## src/rtl/rv_multicycle_ctrl_pkg.sv

```systemverilog
// Shared encodings for the RV32I multi-cycle controller: FSM states, ALU
// operation codes, opcode constants and datapath mux-select codes.
package rv_multicycle_ctrl_pkg;

  typedef enum logic [3:0] {
    ST_FETCH    = 4'd0,
    ST_DECODE   = 4'd1,
    ST_EXEC_R   = 4'd2,
    ST_EXEC_I   = 4'd3,
    ST_MEM_ADDR = 4'd4,
    ST_MEM_RD   = 4'd5,
    ST_MEM_WR   = 4'd6,
    ST_WB_ALU   = 4'd7,
    ST_WB_MEM   = 4'd8,
    ST_BRANCH   = 4'd9,
    ST_JAL      = 4'd10,
    ST_TRAP     = 4'd11
  } state_e;

  typedef enum logic [3:0] {
    ALU_ADD  = 4'd0,
    ALU_SUB  = 4'd1,
    ALU_SLL  = 4'd2,
    ALU_SLT  = 4'd3,
    ALU_SLTU = 4'd4,
    ALU_XOR  = 4'd5,
    ALU_SRL  = 4'd6,
    ALU_SRA  = 4'd7,
    ALU_OR   = 4'd8,
    ALU_AND  = 4'd9
  } alu_op_e;

  // Which rule the ALU decoder applies to the latched funct fields.
  typedef enum logic [1:0] {
    CLS_ADD = 2'd0,
    CLS_SUB = 2'd1,
    CLS_R   = 2'd2,
    CLS_I   = 2'd3
  } alu_cls_e;

  typedef enum logic [1:0] {WB_ALUOUT = 2'd0, WB_MDR  = 2'd1, WB_PC  = 2'd2} wb_sel_e;
  typedef enum logic [1:0] {A_PC      = 2'd0, A_OLDPC = 2'd1, A_RD1  = 2'd2} alu_a_e;
  typedef enum logic [1:0] {B_RD2     = 2'd0, B_FOUR  = 2'd1, B_IMM  = 2'd2} alu_b_e;

  localparam logic [6:0] OP_R      = 7'b0110011;
  localparam logic [6:0] OP_I      = 7'b0010011;
  localparam logic [6:0] OP_LOAD   = 7'b0000011;
  localparam logic [6:0] OP_STORE  = 7'b0100011;
  localparam logic [6:0] OP_BRANCH = 7'b1100011;
  localparam logic [6:0] OP_JAL    = 7'b1101111;

endpackage

```

## src/rtl/rv_multicycle_ctrl_alu_decoder.sv

```systemverilog
// Combinational ALU-operation decode from the operation class and the
// latched funct3/funct7b5 fields of the current instruction.
module rv_multicycle_ctrl_alu_decoder
  import rv_multicycle_ctrl_pkg::*;
(
  input  alu_cls_e   cls_i,
  input  logic [2:0] funct3_i,
  input  logic       funct7b5_i,
  output alu_op_e    alu_op_o
);

  // NOTE: every output of a combinational block gets a default first, so no
  // path through the case statements can leave it unassigned and infer a latch.
  always_comb begin
    alu_op_o = ALU_ADD;
    case (cls_i)
      CLS_SUB: alu_op_o = ALU_SUB;
      CLS_R, CLS_I: begin
        case (funct3_i)
          3'b000: alu_op_o = (cls_i == CLS_R && funct7b5_i) ? ALU_SUB : ALU_ADD;
          3'b001: alu_op_o = ALU_SLL;
          3'b010: alu_op_o = ALU_SLT;
          3'b011: alu_op_o = ALU_SLTU;
          3'b100: alu_op_o = ALU_XOR;
          3'b101: alu_op_o = funct7b5_i ? ALU_SRA : ALU_SRL;
          3'b110: alu_op_o = ALU_OR;
          default: alu_op_o = ALU_AND;
        endcase
      end
      default: alu_op_o = ALU_ADD;
    endcase
  end

endmodule

```

## src/rtl/rv_multicycle_ctrl.sv

```systemverilog
// Multi-cycle control FSM for the RV32I core: sequences PC, IR, register file,
// ALU and data memory through FETCH/DECODE/EXECUTE/MEM/WB.
module rv_multicycle_ctrl
  import rv_multicycle_ctrl_pkg::*;
#(
  parameter int MEM_TIMEOUT = 16,
  parameter int TW          = 5
) (
  input  logic       CLK,
  input  logic       RST,
  input  logic [6:0] opcode,
  input  logic [2:0] funct3,
  input  logic       funct7b5,
  input  logic       br_taken,
  input  logic       mem_ready,
  output logic       pc_we,
  output logic       pc_src,
  output logic       ir_we,
  output logic       rf_we,
  output logic [1:0] wb_sel,
  output logic [1:0] alu_a,
  output logic [1:0] alu_b,
  output logic [3:0] alu_op,
  output logic       mem_req,
  output logic       mem_rw,
  output logic       halted,
  output logic [3:0] state_o
);

  localparam logic [TW-1:0] WAIT_LAST = TW'(MEM_TIMEOUT - 1);

  state_e        state_q, state_d;
  logic [TW-1:0] wait_q, wait_d;
  alu_cls_e      alu_cls;
  alu_op_e       alu_op_dec;

  always_comb begin
    state_d = state_q;
    wait_d  = '0;
    case (state_q)
      ST_FETCH: state_d = ST_DECODE;
      ST_DECODE: begin
        case (opcode)
          OP_R:               state_d = ST_EXEC_R;
          OP_I:               state_d = ST_EXEC_I;
          OP_LOAD, OP_STORE:  state_d = ST_MEM_ADDR;
          OP_BRANCH:          state_d = ST_BRANCH;
          OP_JAL:             state_d = ST_JAL;
          default:            state_d = ST_TRAP;
        endcase
      end
      ST_EXEC_R, ST_EXEC_I: state_d = ST_WB_ALU;
      ST_MEM_ADDR: state_d = (opcode == OP_STORE) ? ST_MEM_WR : ST_MEM_RD;
      ST_MEM_RD, ST_MEM_WR: begin
        // An acknowledge on the last allowed cycle still completes the access.
        if (mem_ready)
          state_d = (state_q == ST_MEM_RD) ? ST_WB_MEM : ST_FETCH;
        else if (wait_q == WAIT_LAST)
          state_d = ST_TRAP;
        else
          wait_d = wait_q + 1'b1;
      end
      ST_WB_ALU, ST_WB_MEM, ST_BRANCH, ST_JAL: state_d = ST_FETCH;
      ST_TRAP: state_d = ST_TRAP;
      default: state_d = ST_TRAP;
    endcase
  end

  // NOTE: sequential state uses non-blocking assignments so every register
  // samples the pre-edge values regardless of statement order.
  always_ff @(posedge CLK) begin
    if (RST) begin
      state_q <= ST_FETCH;
      wait_q  <= '0;
    end else begin
      state_q <= state_d;
      wait_q  <= wait_d;
    end
  end

  // Moore decode of the state; RST forces everything idle in the same cycle,
  // which also drops an in-flight mem_req immediately.
  always_comb begin
    pc_we   = 1'b0;
    pc_src  = 1'b0;
    ir_we   = 1'b0;
    rf_we   = 1'b0;
    wb_sel  = WB_ALUOUT;
    alu_a   = A_PC;
    alu_b   = B_RD2;
    alu_cls = CLS_ADD;
    mem_req = 1'b0;
    mem_rw  = 1'b0;
    halted  = 1'b0;
    if (!RST) begin
      case (state_q)
        ST_FETCH: begin
          ir_we = 1'b1;
          pc_we = 1'b1;
          alu_b = B_FOUR;
        end
        ST_DECODE: begin
          alu_a = A_OLDPC;
          alu_b = B_IMM;
        end
        ST_EXEC_R: begin
          alu_a   = A_RD1;
          alu_cls = CLS_R;
        end
        ST_EXEC_I: begin
          alu_a   = A_RD1;
          alu_b   = B_IMM;
          alu_cls = CLS_I;
        end
        ST_MEM_ADDR: begin
          alu_a = A_RD1;
          alu_b = B_IMM;
        end
        ST_MEM_RD: mem_req = 1'b1;
        ST_MEM_WR: begin
          mem_req = 1'b1;
          mem_rw  = 1'b1;
        end
        ST_WB_ALU: rf_we = 1'b1;
        ST_WB_MEM: begin
          rf_we  = 1'b1;
          wb_sel = WB_MDR;
        end
        ST_BRANCH: begin
          alu_a   = A_RD1;
          alu_cls = CLS_SUB;
          pc_we   = br_taken;
          pc_src  = br_taken;
        end
        ST_JAL: begin
          rf_we  = 1'b1;
          wb_sel = WB_PC;
          pc_we  = 1'b1;
          pc_src = 1'b1;
        end
        ST_TRAP: halted = 1'b1;
        default: halted = 1'b1;
      endcase
    end
  end

  rv_multicycle_ctrl_alu_decoder u_alu_dec (
    .cls_i      (alu_cls),
    .funct3_i   (funct3),
    .funct7b5_i (funct7b5),
    .alu_op_o   (alu_op_dec)
  );

  assign alu_op  = alu_op_dec;
  assign state_o = state_q;

endmodule

```

## config.mk

```make
export PLATFORM = sky130hd
export DESIGN_NAME = rv_multicycle_ctrl
export DESIGN_NICKNAME = d
export VERILOG_FILES = /design/src/rtl/rv_multicycle_ctrl_pkg.sv /design/src/rtl/rv_multicycle_ctrl_alu_decoder.sv /design/src/rtl/rv_multicycle_ctrl.sv
export SDC_FILE = /design/constraint.sdc
export NUM_CORES = 1
export LEC_CHECK = 0
export ABC_AREA = 1
export CORE_AREA = 2 2 46 48
export CTS_BUF_LIST = sky130_fd_sc_hd__clkbuf_4 sky130_fd_sc_hd__clkbuf_8
export DETAILED_ROUTE_END_ITERATION = 10
export DIE_AREA = 0 0 48 50
export GPL_ROUTABILITY_DRIVEN = 1
export GPL_TIMING_DRIVEN = 0
export PLACE_DENSITY = 0.85
export SYNTH_ARGS = -nofsm -noshare
export SYNTH_HDL_FRONTEND = slang
export SYNTH_SLANG_ARGS = --single-unit
```

## constraint.sdc

```tcl
create_clock -name CLK -period 2.1 [get_ports CLK]
set_input_delay 0.63 -clock CLK [delete_from_list [all_inputs] [get_ports CLK]]
set_output_delay 0.63 -clock CLK [all_outputs]
set_load 0.02 [all_outputs]
```

==> summary.md <==
| Metric | Value |
|---|---|
| Outcome | `finished with violations` |
| Failing checks | `negative setup slack` |
| Port Buffers | `35` |
| Final setup fails | `1` |
| DRC viols | `0` |
| Area growth syn-to-layout | `53.35%` |
| Post-Syn Area | `839.6 µm²` |
| Cell taking the most area after synthesis | `dfxtp_1` |
| Avg Inst Size Synth | `5.487 µm²` |
| Largest cells by area after synthesis | `dfxtp_1 (21%), nand2_1 (18%), nor2_1 (14%)` |
| Wire length per cell | `11.77 µm` |
| Final instance area | `0.001287 mm²` |
| Most frequent cell after synthesis | `nand2_1` |
| CTS Buffer Depth | `2` |
| PwrDens | `1076 mW/mm²` |
| DR iter-0 viols | `22` |
| CTS Root Cell | `clkbuf_4` |
| WL final | `2602 µm` |
| Die W | `48 µm` |
| Final WS setup | `-0.004483 ns` |
| Crit path arrival time | `1.47 ns` |
| H-tree Lvls | `1` |
| Worst vdd ir | `697.1 µV` |
| Vias | `1,127` |
| Reg area | `195.2 µm²` |
| CP endpoint | `alu_op[0]` |
| Crit-path max FO | `2` |
| RSZ-0062 raised after global routing | `true` |
| Core area | `0.001902 mm²` |
| Number of distinct library cells after synthesis | `21` |
| Worst skew pair latency | `0.26 ns` |
| Die Y | `50 µm` |
| Slew @ Worst Pin | `0.3253 ns` |
| Pre-antenna DRT Iters | `5` |
| DP Cell Count | `215` |
| Instance count on the critical path | `6` |
| CTS clock-pin slew for the worst setup and hold paths | `0.06 ns` |
| Crit-path cells | `dlygate4sd2_1 > o211ai_1 > nand2_1 > nor2_1 > a21oi_2 > buf_6` |
| Capture point of the worst reg-to-reg path | `wait_q[2]$_SDFF_PP0_` |
| Sequential-to-total area share from yosys stat | `21.46%` |
| Critical-path top delay cell | `dlygate4sd2_1` |
| Routed Antenna Nets | `0` |
| Final Util | `67.70%` |
| Cts bufs inserted | `3` |
| Clk_skew | `0.003995 ns` |
| Final period util | `100.2%` |
| CP bufs+invs | `2` |
| Setup crit start | `funct7b5` |
| Num rows | `16` |
| Cells after synthesis | `153` |
| First-pass GRT wire length | `3726 µm` |
| CTS Hold Bufs | `0` |
| Critical path type | `in -> out` |
| Synth Register Bits | `9` |
| Setup WS pre-CTS | `-0.8719 ns` |
| Crit-path max cell delay | `0.25 ns` |
| Antenna Cells | `0` |
| Final min period | `2.104 ns` |
| Area after DPL | `0.001224 mm²` |
| Crit end category | `output port` |
| Final Wtd Congestion | `0.9666` |
| Synth warn | `0` |
| Grt total ovfl | `0` |
| Area of the multi-input gates | `606.8 µm²` |
| Reg2reg setup slack | `0.77 ns` |
| CP startpoint kind | `primary input` |
| Top post-synthesis cells by count | `nand2_1 (41), nor2_1 (32), inv_1 (24)` |
| Die area | `0.002400 mm²` |
| Hold Fails Final Rpt | `0` |
| Critical path's top delay family | `buffers and inverters` |
| CTS tree | `done` |
| Vias/cell | `5.100` |
| Fmax achieved | `0.4752 GHz` |
| Layout cells sized above 1 | `26.80%` |
| Post-synth EDFFs | `0` |
| Most used DFF post-synth | `dfxtp_1` |
| RR Startpoint | `state_o[3]$_SDFFE_PP0P_` |
| Clk sinks | `9` |
| Data required, critical path | `1.47 ns` |
| Max-cap violations | `0` |
| HPWL after DPL | `1876 µm` |
| Top cell type's share of synthesized area | `21.46%` |
| Syn_nets | `170` |
| Final Max Tran Viols | `0` |
| Hold_ws | `0.4568 ns` |
| GRT Util Overall | `20.73%` |
| # nets final | `212` |
| Fill count | `174` |
| Vias in the first global route | `916` |
| Initial Util | `44.14%` |
| Post-Layout Cell Count | `221` |
| Leak | `0.0006863 µW` |
| Antenna violations before repair | `0` |
| Slew headroom | `78.15%` |
| Top Ports | `36` |
| R2R cell count | `8` |
| Hold Path Class | `reg -> reg` |
| Largest net degree at the start of global routing | `11` |
| Async SR Flop Fraction | `0%` |
power breakdown:
group / internal [µW] / switching [µW] / leakage (µW)
Sequential: 228 / 82.8 / 0.0000759
Combinational: 366 / 563 / 0.000592
Clock: 86.0 / 59.0 / 0.0000184
Total: 680 / 705 / 0.000686
timing repair:
item,CTS,global route
setup endpoints to repair,17,16
setup buffers,0,2
resized for setup,78,28
pin swaps,2,5
per-layer routing:
metal	global-route usage [%]	part of all wire, %	up-vias	routed length (µm)
met2	36.22	54	49	1413
met1	24.78	38	515	999
met5	0	0	-	0
li1	-	-	559	-
met3	2.198	6.4	4	167
met4	7.207	0.81	0	21
placed cells by master, fill, tap and decap left out, drive strengths merged:
cell type	netlist	layout
buf	1	15
dlymetal6s2s	0	1
dfxtp	9	9
dlygate4sd2	0	3
nor2	36	36
clkdlybuf4s15	0	2
nor3b	1	1
nor3	1	1
clkdlybuf4s50	0	12
clkbuf	1	10
ha	2	2
a21oi	11	11
inv	26	26
a31oi	3	3
nand2	46	46
nand3	5	5
o21ai	8	8
a211oi	1	1
o211ai	1	1
xor2	1	1
state kept, by name, indices dropped and copies added, names as in the netlist:
register,cells
state_o,4
wait_q,5
stage by stage:
stage | TNS (ns) | power (µW)
floorplan | 0 | 754.4
detailed placement | -11.93 | 1098
global route | -0.1390 | 1480
global placement | -11.64 | 1076
CTS | -0.03713 | 1245
finish | -0.004483 | 1385
worst min-delay path by stage:
stage                                     from              endpoint  slack [ns]  depth (start not counted)
final                     wait_q[0]$_SDFF_PP0_  wait_q[0]$_SDFF_PP0_        0.46                          1
after global routing      wait_q[0]$_SDFF_PP0_  wait_q[0]$_SDFF_PP0_        0.48                          1
after CTS                 wait_q[0]$_SDFF_PP0_  wait_q[0]$_SDFF_PP0_        0.46                          1
after detailed placement  wait_q[0]$_SDFF_PP0_  wait_q[0]$_SDFF_PP0_        0.45                          1
after global placement    wait_q[0]$_SDFF_PP0_  wait_q[0]$_SDFF_PP0_        0.43                          1
after floorplan           wait_q[0]$_SDFF_PP0_  wait_q[0]$_SDFF_PP0_        0.42                          1
logic make-up (layout without fill, tap and decap cells):
kind of cell | after synthesis | after routing | synth area share, %
buffers and inverters | 28 | 69 | 12.97
adder cells (fa/ha/maj) | 2 | 2 | 2.980
AO/OA/AOI/OAI | 24 | 24 | 15.35
flip-flops | 9 | 9 | 21.46
XOR/XNOR | 1 | 1 | 1.043
AND/OR/NAND/NOR | 89 | 89 | 46.20
layout make-up:
| class | instances | area share [%] |
|---|---|---|
| plain buffers | 2 | 1.652 |
| clock buffers | 4 | 2.332 |
| inverters | 26 | 7.580 |
| multi-input cells | 116 | 47.13 |
| flip-flops and latches | 9 | 15.16 |
| well taps | 27 | 2.624 |
| repair buffers | 37 | 23.52 |
(Power assumes the default switching activity.)
